[src/rtl/dbg_pkg.sv]
// Shared types and constants for the debug-bus sweeper: FSM states, scan modes, record sources.
package dbg_pkg;

   typedef enum logic [2:0] {
      IDLE,
      SETTLE,
      SAMPLE,
      HOLD,
      FIN
   } state_t;

   localparam logic [1:0] MODE_RF   = 2'b00;
   localparam logic [1:0] MODE_MEM  = 2'b01;
   localparam logic [1:0] MODE_BOTH = 2'b10;

   localparam logic SRC_RF  = 1'b0;
   localparam logic SRC_MEM = 1'b1;

   // The reserved encoding collapses onto an RF-only scan.
   function automatic logic [1:0] eff_mode(input logic [1:0] m);
      return (m == MODE_MEM || m == MODE_BOTH) ? m : MODE_RF;
   endfunction

endpackage

[src/rtl/dbg_out_reg.sv]
// Record holding register: loads in one cycle, holds fields stable until valid & ready.
// A clear drops a pending record immediately; the data fields are left as they were.
module dbg_out_reg
   import dbg_pkg::*;
#(
   parameter int DW = 32,
   parameter int AW = 8
) (
   input  logic          clk,
   input  logic          rst_n,
   input  logic          i_load,
   input  logic          i_clr,
   input  logic          i_src,
   input  logic [AW-1:0] i_addr,
   input  logic [DW-1:0] i_data,
   input  logic          i_ready,
   output logic          o_valid,
   output logic          o_src,
   output logic [AW-1:0] o_addr,
   output logic [DW-1:0] o_data
);

   logic          r_valid;
   logic          r_src;
   logic [AW-1:0] r_addr;
   logic [DW-1:0] r_data;

   always_ff @(posedge clk or negedge rst_n) begin
      if (!rst_n) begin
         r_valid <= 1'b0;
         r_src   <= SRC_RF;
         r_addr  <= '0;
         r_data  <= '0;
      end else if (i_clr) begin
         r_valid <= 1'b0;
      end else if (i_load) begin
         r_valid <= 1'b1;
         r_src   <= i_src;
         r_addr  <= i_addr;
         r_data  <= i_data;
      end else if (r_valid && i_ready) begin
         r_valid <= 1'b0;
      end
   end

   assign o_valid = r_valid;
   assign o_src   = r_src;
   assign o_addr  = r_addr;
   assign o_data  = r_data;

endmodule

[src/rtl/dbg_scan_ctrl.sv]
// Debug-bus sweeper: walks RF and/or memory addresses, samples after RD_LAT cycles, streams records.
// First record RD_LAT+1 cycles after start; the scan stalls in HOLD while out_ready is low.
module dbg_scan_ctrl
   import dbg_pkg::*;
#(
   parameter int DW     = 32,
   parameter int AW     = 8,
   parameter int RF_N   = 32,
   parameter int MEM_N  = 256,
   parameter int RD_LAT = 1
) (
   input  logic          clk,
   input  logic          rst,
   input  logic          start,
   input  logic          abort,
   input  logic [1:0]    mode,
   output logic [AW-1:0] m_rf_addr,
   input  logic [DW-1:0] rf_data,
   input  logic [DW-1:0] m_data,
   input  logic [DW-1:0] pc,
   output logic          busy,
   output logic          done,
   output logic [DW-1:0] scan_pc,
   output logic          out_valid,
   input  logic          out_ready,
   output logic          out_src,
   output logic [AW-1:0] out_addr,
   output logic [DW-1:0] out_data
);

   localparam logic [3:0]  LAT     = 4'(RD_LAT);
   localparam logic [AW:0] RF_LAST  = (AW+1)'(RF_N - 1);
   localparam logic [AW:0] MEM_LAST = (AW+1)'(MEM_N - 1);

   state_t        r_state;
   state_t        w_state_nxt;
   logic [AW-1:0] r_addr;
   logic [AW-1:0] w_addr_nxt;
   logic [3:0]    r_cnt;
   logic [3:0]    w_cnt_nxt;
   logic          r_pass;
   logic          w_pass_nxt;
   logic          r_both;
   logic          w_both_nxt;
   logic [DW-1:0] r_scan_pc;
   logic [DW-1:0] w_pc_nxt;
   logic          w_load;
   logic          w_clr;
   logic          w_hs;
   logic          w_last;
   logic [1:0]    w_mode;
   logic [DW-1:0] w_smp;

   assign w_mode = eff_mode(mode);
   assign w_last = ({1'b0, r_addr} == ((r_pass == SRC_MEM) ? MEM_LAST : RF_LAST));
   assign w_smp  = (r_pass == SRC_MEM) ? m_data : rf_data;
   assign w_hs   = out_valid & out_ready;

   always_ff @(posedge clk or negedge rst) begin
      if (!rst) begin
         r_state   <= IDLE;
         r_addr    <= '0;
         r_cnt     <= '0;
         r_pass    <= SRC_RF;
         r_both    <= 1'b0;
         r_scan_pc <= '0;
      end else begin
         r_state   <= w_state_nxt;
         r_addr    <= w_addr_nxt;
         r_cnt     <= w_cnt_nxt;
         r_pass    <= w_pass_nxt;
         r_both    <= w_both_nxt;
         r_scan_pc <= w_pc_nxt;
      end
   end

   always_comb begin
      w_state_nxt = r_state;
      w_addr_nxt  = r_addr;
      w_cnt_nxt   = r_cnt;
      w_pass_nxt  = r_pass;
      w_both_nxt  = r_both;
      w_pc_nxt    = r_scan_pc;
      w_load      = 1'b0;
      w_clr       = 1'b0;
      if (abort && r_state != IDLE) begin
         w_state_nxt = IDLE;
         w_addr_nxt  = '0;
         w_clr       = 1'b1;
      end else begin
         case (r_state)
            IDLE: begin
               if (start && !abort) begin
                  w_state_nxt = SETTLE;
                  w_pc_nxt    = pc;
                  w_both_nxt  = (w_mode == MODE_BOTH);
                  w_pass_nxt  = (w_mode == MODE_MEM) ? SRC_MEM : SRC_RF;
                  w_addr_nxt  = '0;
                  w_cnt_nxt   = LAT;
               end
            end
            SETTLE: begin
               if (r_cnt <= 4'd1) w_state_nxt = SAMPLE;
               else               w_cnt_nxt   = r_cnt - 4'd1;
            end
            SAMPLE: begin
               w_load      = 1'b1;
               w_state_nxt = HOLD;
            end
            HOLD: begin
               if (w_hs) begin
                  if (!w_last) begin
                     w_addr_nxt  = r_addr + AW'(1);
                     w_cnt_nxt   = LAT;
                     w_state_nxt = SETTLE;
                  end else if (r_pass == SRC_RF && r_both) begin
                     w_pass_nxt  = SRC_MEM;
                     w_addr_nxt  = '0;
                     w_cnt_nxt   = LAT;
                     w_state_nxt = SETTLE;
                  end else begin
                     w_state_nxt = FIN;
                  end
               end
            end
            FIN: begin
               w_addr_nxt  = '0;
               w_state_nxt = IDLE;
            end
            default: begin
               w_state_nxt = IDLE;
               w_addr_nxt  = '0;
            end
         endcase
      end
   end

   dbg_out_reg #(
      .DW(DW),
      .AW(AW)
   ) u_out_reg (
      .clk    (clk),
      .rst_n  (rst),
      .i_load (w_load),
      .i_clr  (w_clr),
      .i_src  (r_pass),
      .i_addr (r_addr),
      .i_data (w_smp),
      .i_ready(out_ready),
      .o_valid(out_valid),
      .o_src  (out_src),
      .o_addr (out_addr),
      .o_data (out_data)
   );

   assign m_rf_addr = r_addr;
   assign busy      = (r_state != IDLE);
   assign done      = (r_state == FIN);
   assign scan_pc   = r_scan_pc;

endmodule
[config.mk]
export PLATFORM = sky130hd
export DESIGN_NAME = dbg_scan_ctrl
export DESIGN_NICKNAME = d
export VERILOG_FILES = /design/src/rtl/dbg_pkg.sv /design/src/rtl/dbg_out_reg.sv /design/src/rtl/dbg_scan_ctrl.sv
export SDC_FILE = /design/constraint.sdc
export NUM_CORES = 1
export LEC_CHECK = 0
export BUFFER_PORTS_ARGS = -buffer_cell sky130_fd_sc_hd__buf_2
export CORE_UTILIZATION = 25
export CTS_CLUSTER_SIZE = 40
export DETAILED_ROUTE_END_ITERATION = 10
export REMOVE_ABC_BUFFERS = 1
export SYNTH_ARGS = -nofsm -noshare
export SYNTH_HDL_FRONTEND = slang
export SYNTH_SLANG_ARGS = --single-unit
export TNS_END_PERCENT = 5
[constraint.sdc]
create_clock -name clk -period 2 [get_ports clk]
set_clock_uncertainty 0.15 [all_clocks]
set_input_delay 0.4 -clock clk [delete_from_list [all_inputs] [get_ports clk]]
set_output_delay 0.4 -clock clk [all_outputs]
set_load 0.01 [all_outputs]
# Yosys cells after proc, flatten, opt, wreduce, memory -nomap -nowiden
# Index checks and enable logic that the tools add are counted.
# op_classes
addsub	2
n_bitwise	4
n_reduce_logical	18
order_cmp	1
n_eq_ne	20
n_mux	34
# op_table
cell	n
$mux W8	6
$mux W32	1
$pmux W8 S3	1
$mux W4	5
$mux W3	6
$ne A3 B3 Y1 const B	4
$pmux W3 S4	1
$pmux W4 S3	1
$reduce_and A6 Y1	2
$mux W1	11
$ne A2 B2 Y1 const B	5
$reduce_bool A3 Y1	3
$add A8 B1 Y8 const B	1
$eq A8 B8 Y1	1
$eq A3 B2 Y1 const B	2
$reduce_and A3 Y1	2
$eq A2 B1 Y1 const B	2
$eq A2 B2 Y1 const B	2
$le A4 B1 Y1 const B	1
$logic_and A1 B1 Y1	4
$ne A4 B4 Y1 const B	1
$reduce_and A4 Y1	1
$sub A4 B1 Y4 const B	1
$eq A3 B1 Y1 const B	1
12 further kinds	14
# totals
word_cells	89
output_inout_bits	84
ff_bits	91
input_bits	103

# Longest topological paths before layout
# logic_depth
depth_word	7
ltp_mapped	8
depth_no_buf	7

# Hierarchy
# Synthesis repeated with hierarchy kept, for this count alone.
# unflattened
hier_cells	330
area_unflattened_um2	4496.8
# by_module_without_submodules
mod	n_inst	seq_area_each_um2	area_each_um2	cells_each
dbg_scan_ctrl	1	1226.2	2713.9	238
dbg_out_reg	1	1051.0	1783.0	92

# Worst setup path before layout
# No wires, ideal clock.
# synth_path
path_type	reg-to-reg
from	register u_out_reg.r_valid (netlist: u_out_reg.o_valid)
to	register r_addr[0] (netlist: m_rf_addr[0])
t_required_ps	1732
stages_incl_launch_ff	7
n_path_buf	1
period_less_slack_ps	1852
arrival_time_ps	1584
setup_ps	118
setup_slack_ps	148
cell_sequence	dfrtp_1 and4_4 or4_1 buf_2 o31ai_4 nor3_2 a21o_1
# synth_between
elab_chain_cells	3
# synth_lines
item	line_no	text
start: declaration	dbg_out_reg.sv:23	logic r_valid;
start signal: assignment	dbg_out_reg.sv:30	r_valid <= 1'b0;
start signal: assignment	dbg_out_reg.sv:35	r_valid <= 1'b0;
start signal: assignment	dbg_out_reg.sv:37	r_valid <= 1'b1;
$and A1 B1 Y1	dbg_scan_ctrl.sv:57	assign w_hs = out_valid & out_ready;
$ne A3 B3 Y1 (no line)	-	
$reduce_and A4 Y1 (no line)	-	
end signal: assignment	dbg_scan_ctrl.sv:69	r_addr <= w_addr_nxt;
end: declaration	dbg_scan_ctrl.sv:37	logic [AW-1:0] r_addr;
# No other way between the ends.
# A chain may end at the register's enable or synchronous reset.

# Worst setup path in the final report
# layout_path
from	register r_state[0]
to	register r_addr[0] (netlist: m_rf_addr[0])
# layout_between
elab_chain_cells	4
elab_cells_between_ends	14
classes_between	7 x eq/ne; 2 x mux; 5 x reduce/logical
# layout_lines
item	line_no	text
start: declaration	dbg_scan_ctrl.sv:35	state_t r_state;
start signal: assignment	dbg_scan_ctrl.sv:68	r_state <= w_state_nxt;
$eq A3 B1 Y1 (tied with other cells)	dbg_scan_ctrl.sv:91	case (r_state)
$reduce_or A2 Y1 (no line) or $logic_and A1 B1 Y1 (tied branches)	-	
$pmux W8 S3 (tied with other cells)	dbg_scan_ctrl.sv:91	
$mux W8 or $reduce_and A4 Y1 (tied branches)	-	
# Parallel ways exist; a longest one is shown, timed or not.

==> results.cfg <==
[status]
status = finished, final reports clean

[layout]
area_growth_syn_to_layout_pct = 39.4
fillCellCount = 1665
layout.nets = 663
ff_latch_area_mm2 = 0.00228
multi_input_area_mm2 = 0.00173
drive_gt1_share_pct = 49.3
utilization_pct = 35.8
antenna_cells = 0
stdcell_count = 778

[floorplanning]
core_area_mm2 = 0.0160
die_h_um = 130
start_util_pct = 25.7
io_pins = 187
die_area_mm2 = 0.0170
fp.dieW_um = 130
rows = 46

[power]
p_int_uw = 4960
comb_power_share_pct = 39.5
power.switching_uw = 2700
p_seq_share_pct = 39.3
p_total_uw = 7660
switching_share_pct = 35.2
powerDensity_mw_per_mm2 = 1330
clockPowerShare_pct = 21.2
p_leak_uw = 0.00282
vdd_drop_max_uv = 528

[timing]
finalCriticalPeriod_ps = 1970
fin_crit_sh_pct = 98.7
fmax_mhz = 507
tightest_slew_ps = 535
whs_ps = 134
drv_slew = 0
hold_violations = 0
rsz0062_at_grt = true
slew_headroom_pct = 64.3
setup_violations = 0

[yosys]
synth_top_area_share_pct = 55.4
synthCells = 357
synth_seq_area_share_pct = 55.4
synth_ff_type = dfrtp_1
synth_top_area_cell = dfrtp_1
async_flop_share_pct = 100
synth.avg_cell_area_um2 = 11.5
yosys_warnings = 0
synth_edf_count = 0
ys_ff_latch = 91
ys_top_cells_by_area = dfrtp_1, mux2_2, mux2i_1, a21oi_1, nor2_1
synth_cell_types = 44
synth_area_mm2 = 0.00411

[drt]
routed_wl_mm = 10.2
drc = 0
drtAntennaViolNets = 0
vias = 3486
vias_per_cell = 4.48
wire_per_inst_um = 13.1
drt-pass1-iter-count = 5
first_iter_violations = 70

[place]
hpwlAfterDp_mm = 7.73
numPortBuffers = 186
placed_cells = 761
gp_congestion = 0.828

[grt]
grt.overflow.total = 0
grt_start_max_net_pins = 92
grtUsageTotal_pct = 11.9
grt_first_pass_wirelength_mm = 15.5
antenna_found_initial = 0
grt_pass1_vias = 3306

[critical_path]
required_ps = 2080
crit_arrival_ps = 2060
r2r_slack_ps = 30
endpoint_kind = flop
worst-setup-path-type = flop to flop
crit_fanout = 9
start_kind = flop

[clock_network]
cts_buffers = 9
clock_latency_ps = 340
cts.sinks = 91
clkTransAtPathRegs_ps = 60
clock_path_buffers = 2
htreeDepth = 3
cts_tree = yes
ctsRootBufferMaster = clkbuf_16

[job]
maxCapViolCount = 0

[hold_path]
hp-class = primary input to flop
-- layout make-up --
type                       instances  area share (%)
clock buffer                      11            4.41
inverter                           5           0.327
sequential                        91            39.7
tap                              216            4.71
clock inverter                     5           0.633
multi-input combinational        242            30.1
timing repair buffer             208            20.1
-- power by group through the flow --
stage,Clock (uW),Sequential [uW],Combinational [uW]
after floorplan,0,3470,1300
after global placement,0,3000,2970
after detailed placement,0,3030,3070
after CTS,1690,3020,3060
after global routing,1760,3110,3330
final,1620,3010,3030
-- timing repair --
item                                    CTS  global route
hold buffers                              1             0
setup buffers                             0             0
endpoints found under the setup margin    0            14
gates resized for setup                   0             5
hold endpoints to repair                 91             0
-- Yosys cell counts, types with 5 or more instances --
cell,instances
dfrtp_1,91
mux2_2,39
nor3_1,9
nand2_1,20
mux2i_1,32
nor2_1,41
a21oi_1,41
buf_2,10
inv_1,5
nand3_1,6
o21ai_0,9
-- sequential cells by signal, summed over array words and instances, names as in the netlist --
| name | count |
|---|---|
| u_out_reg.o_addr | 8 |
| u_out_reg.o_valid | 1 |
| r_both | 1 |
| r_pass | 1 |
| r_cnt | 4 |
| u_out_reg.o_data | 32 |
| m_rf_addr | 8 |
| u_out_reg.o_src | 1 |
| scan_pc | 32 |
| r_state | 3 |
-- per-stage QoR --
stage / worst slack [ps] / area, um^2 / TNS [ps]
after CTS: 4.84 / 5720 / 0
after global routing: -26.0 / 5730 / -106
after global placement: 5.82 / 5420 / 0
after detailed placement: -9.46 / 5420 / -9.46
after floorplan: -1860 / 4000 / -79270
final: 26.8 / 5730 / 0
-- cell usage in the layout (no fill, tap or decap), drive strengths merged, types with 6 or more instances in the layout --
master    n
a21oi    41
buf     207
clkbuf   11
dfrtp    91
inv       6
mux2     41
mux2i    32
nand2    20
nand3     6
nor2     42
nor3     10
o21ai     9
-- path summary, 6_finish.rpt --
kind,startpoint,end,cells after the start
min,pc[28],scan_pc[28],2
min in group asynchronous,rst,u_out_reg.o_addr[3],3
min reg2reg,scan_pc[27],scan_pc[27],1
max reg2reg,r_state[0],m_rf_addr[0],5
max,r_state[0],m_rf_addr[0],5
max in group asynchronous,rst,scan_pc[29],3
-- metal layers --
layer	vias to the layer above	part of all wire, %	track usage [%]
met3	13	7.8	3.24
met2	149	47	19.6
met1	1645	43	14.3
met4	0	1.9	5.75
li1	1679	-	-
met5	-	0	0
-- kinds of logic (layout without fill, tap and decap cells) --
family / Yosys count / count (layout) / share of synthesized area, %
multiplexers: 73 / 73 / 19.0
adder cells (fa/ha/maj): 3 / 3 / 0.913
AND/OR/NAND/NOR: 102 / 102 / 12.3
flip-flops: 91 / 91 / 55.4
AO/OA/AOI/OAI: 64 / 64 / 9.06
buffers and inverters: 24 / 229 / 3.32
-- critical path, cell delays in order, from the launching register on --
cell     delay, ps
dfrtp_1        460
and4_4         210
or4_1          640
o31ai_4        160
nor3_2          80
a21o_1         160
No activity file was read; power rests on OpenSTA's default activity.
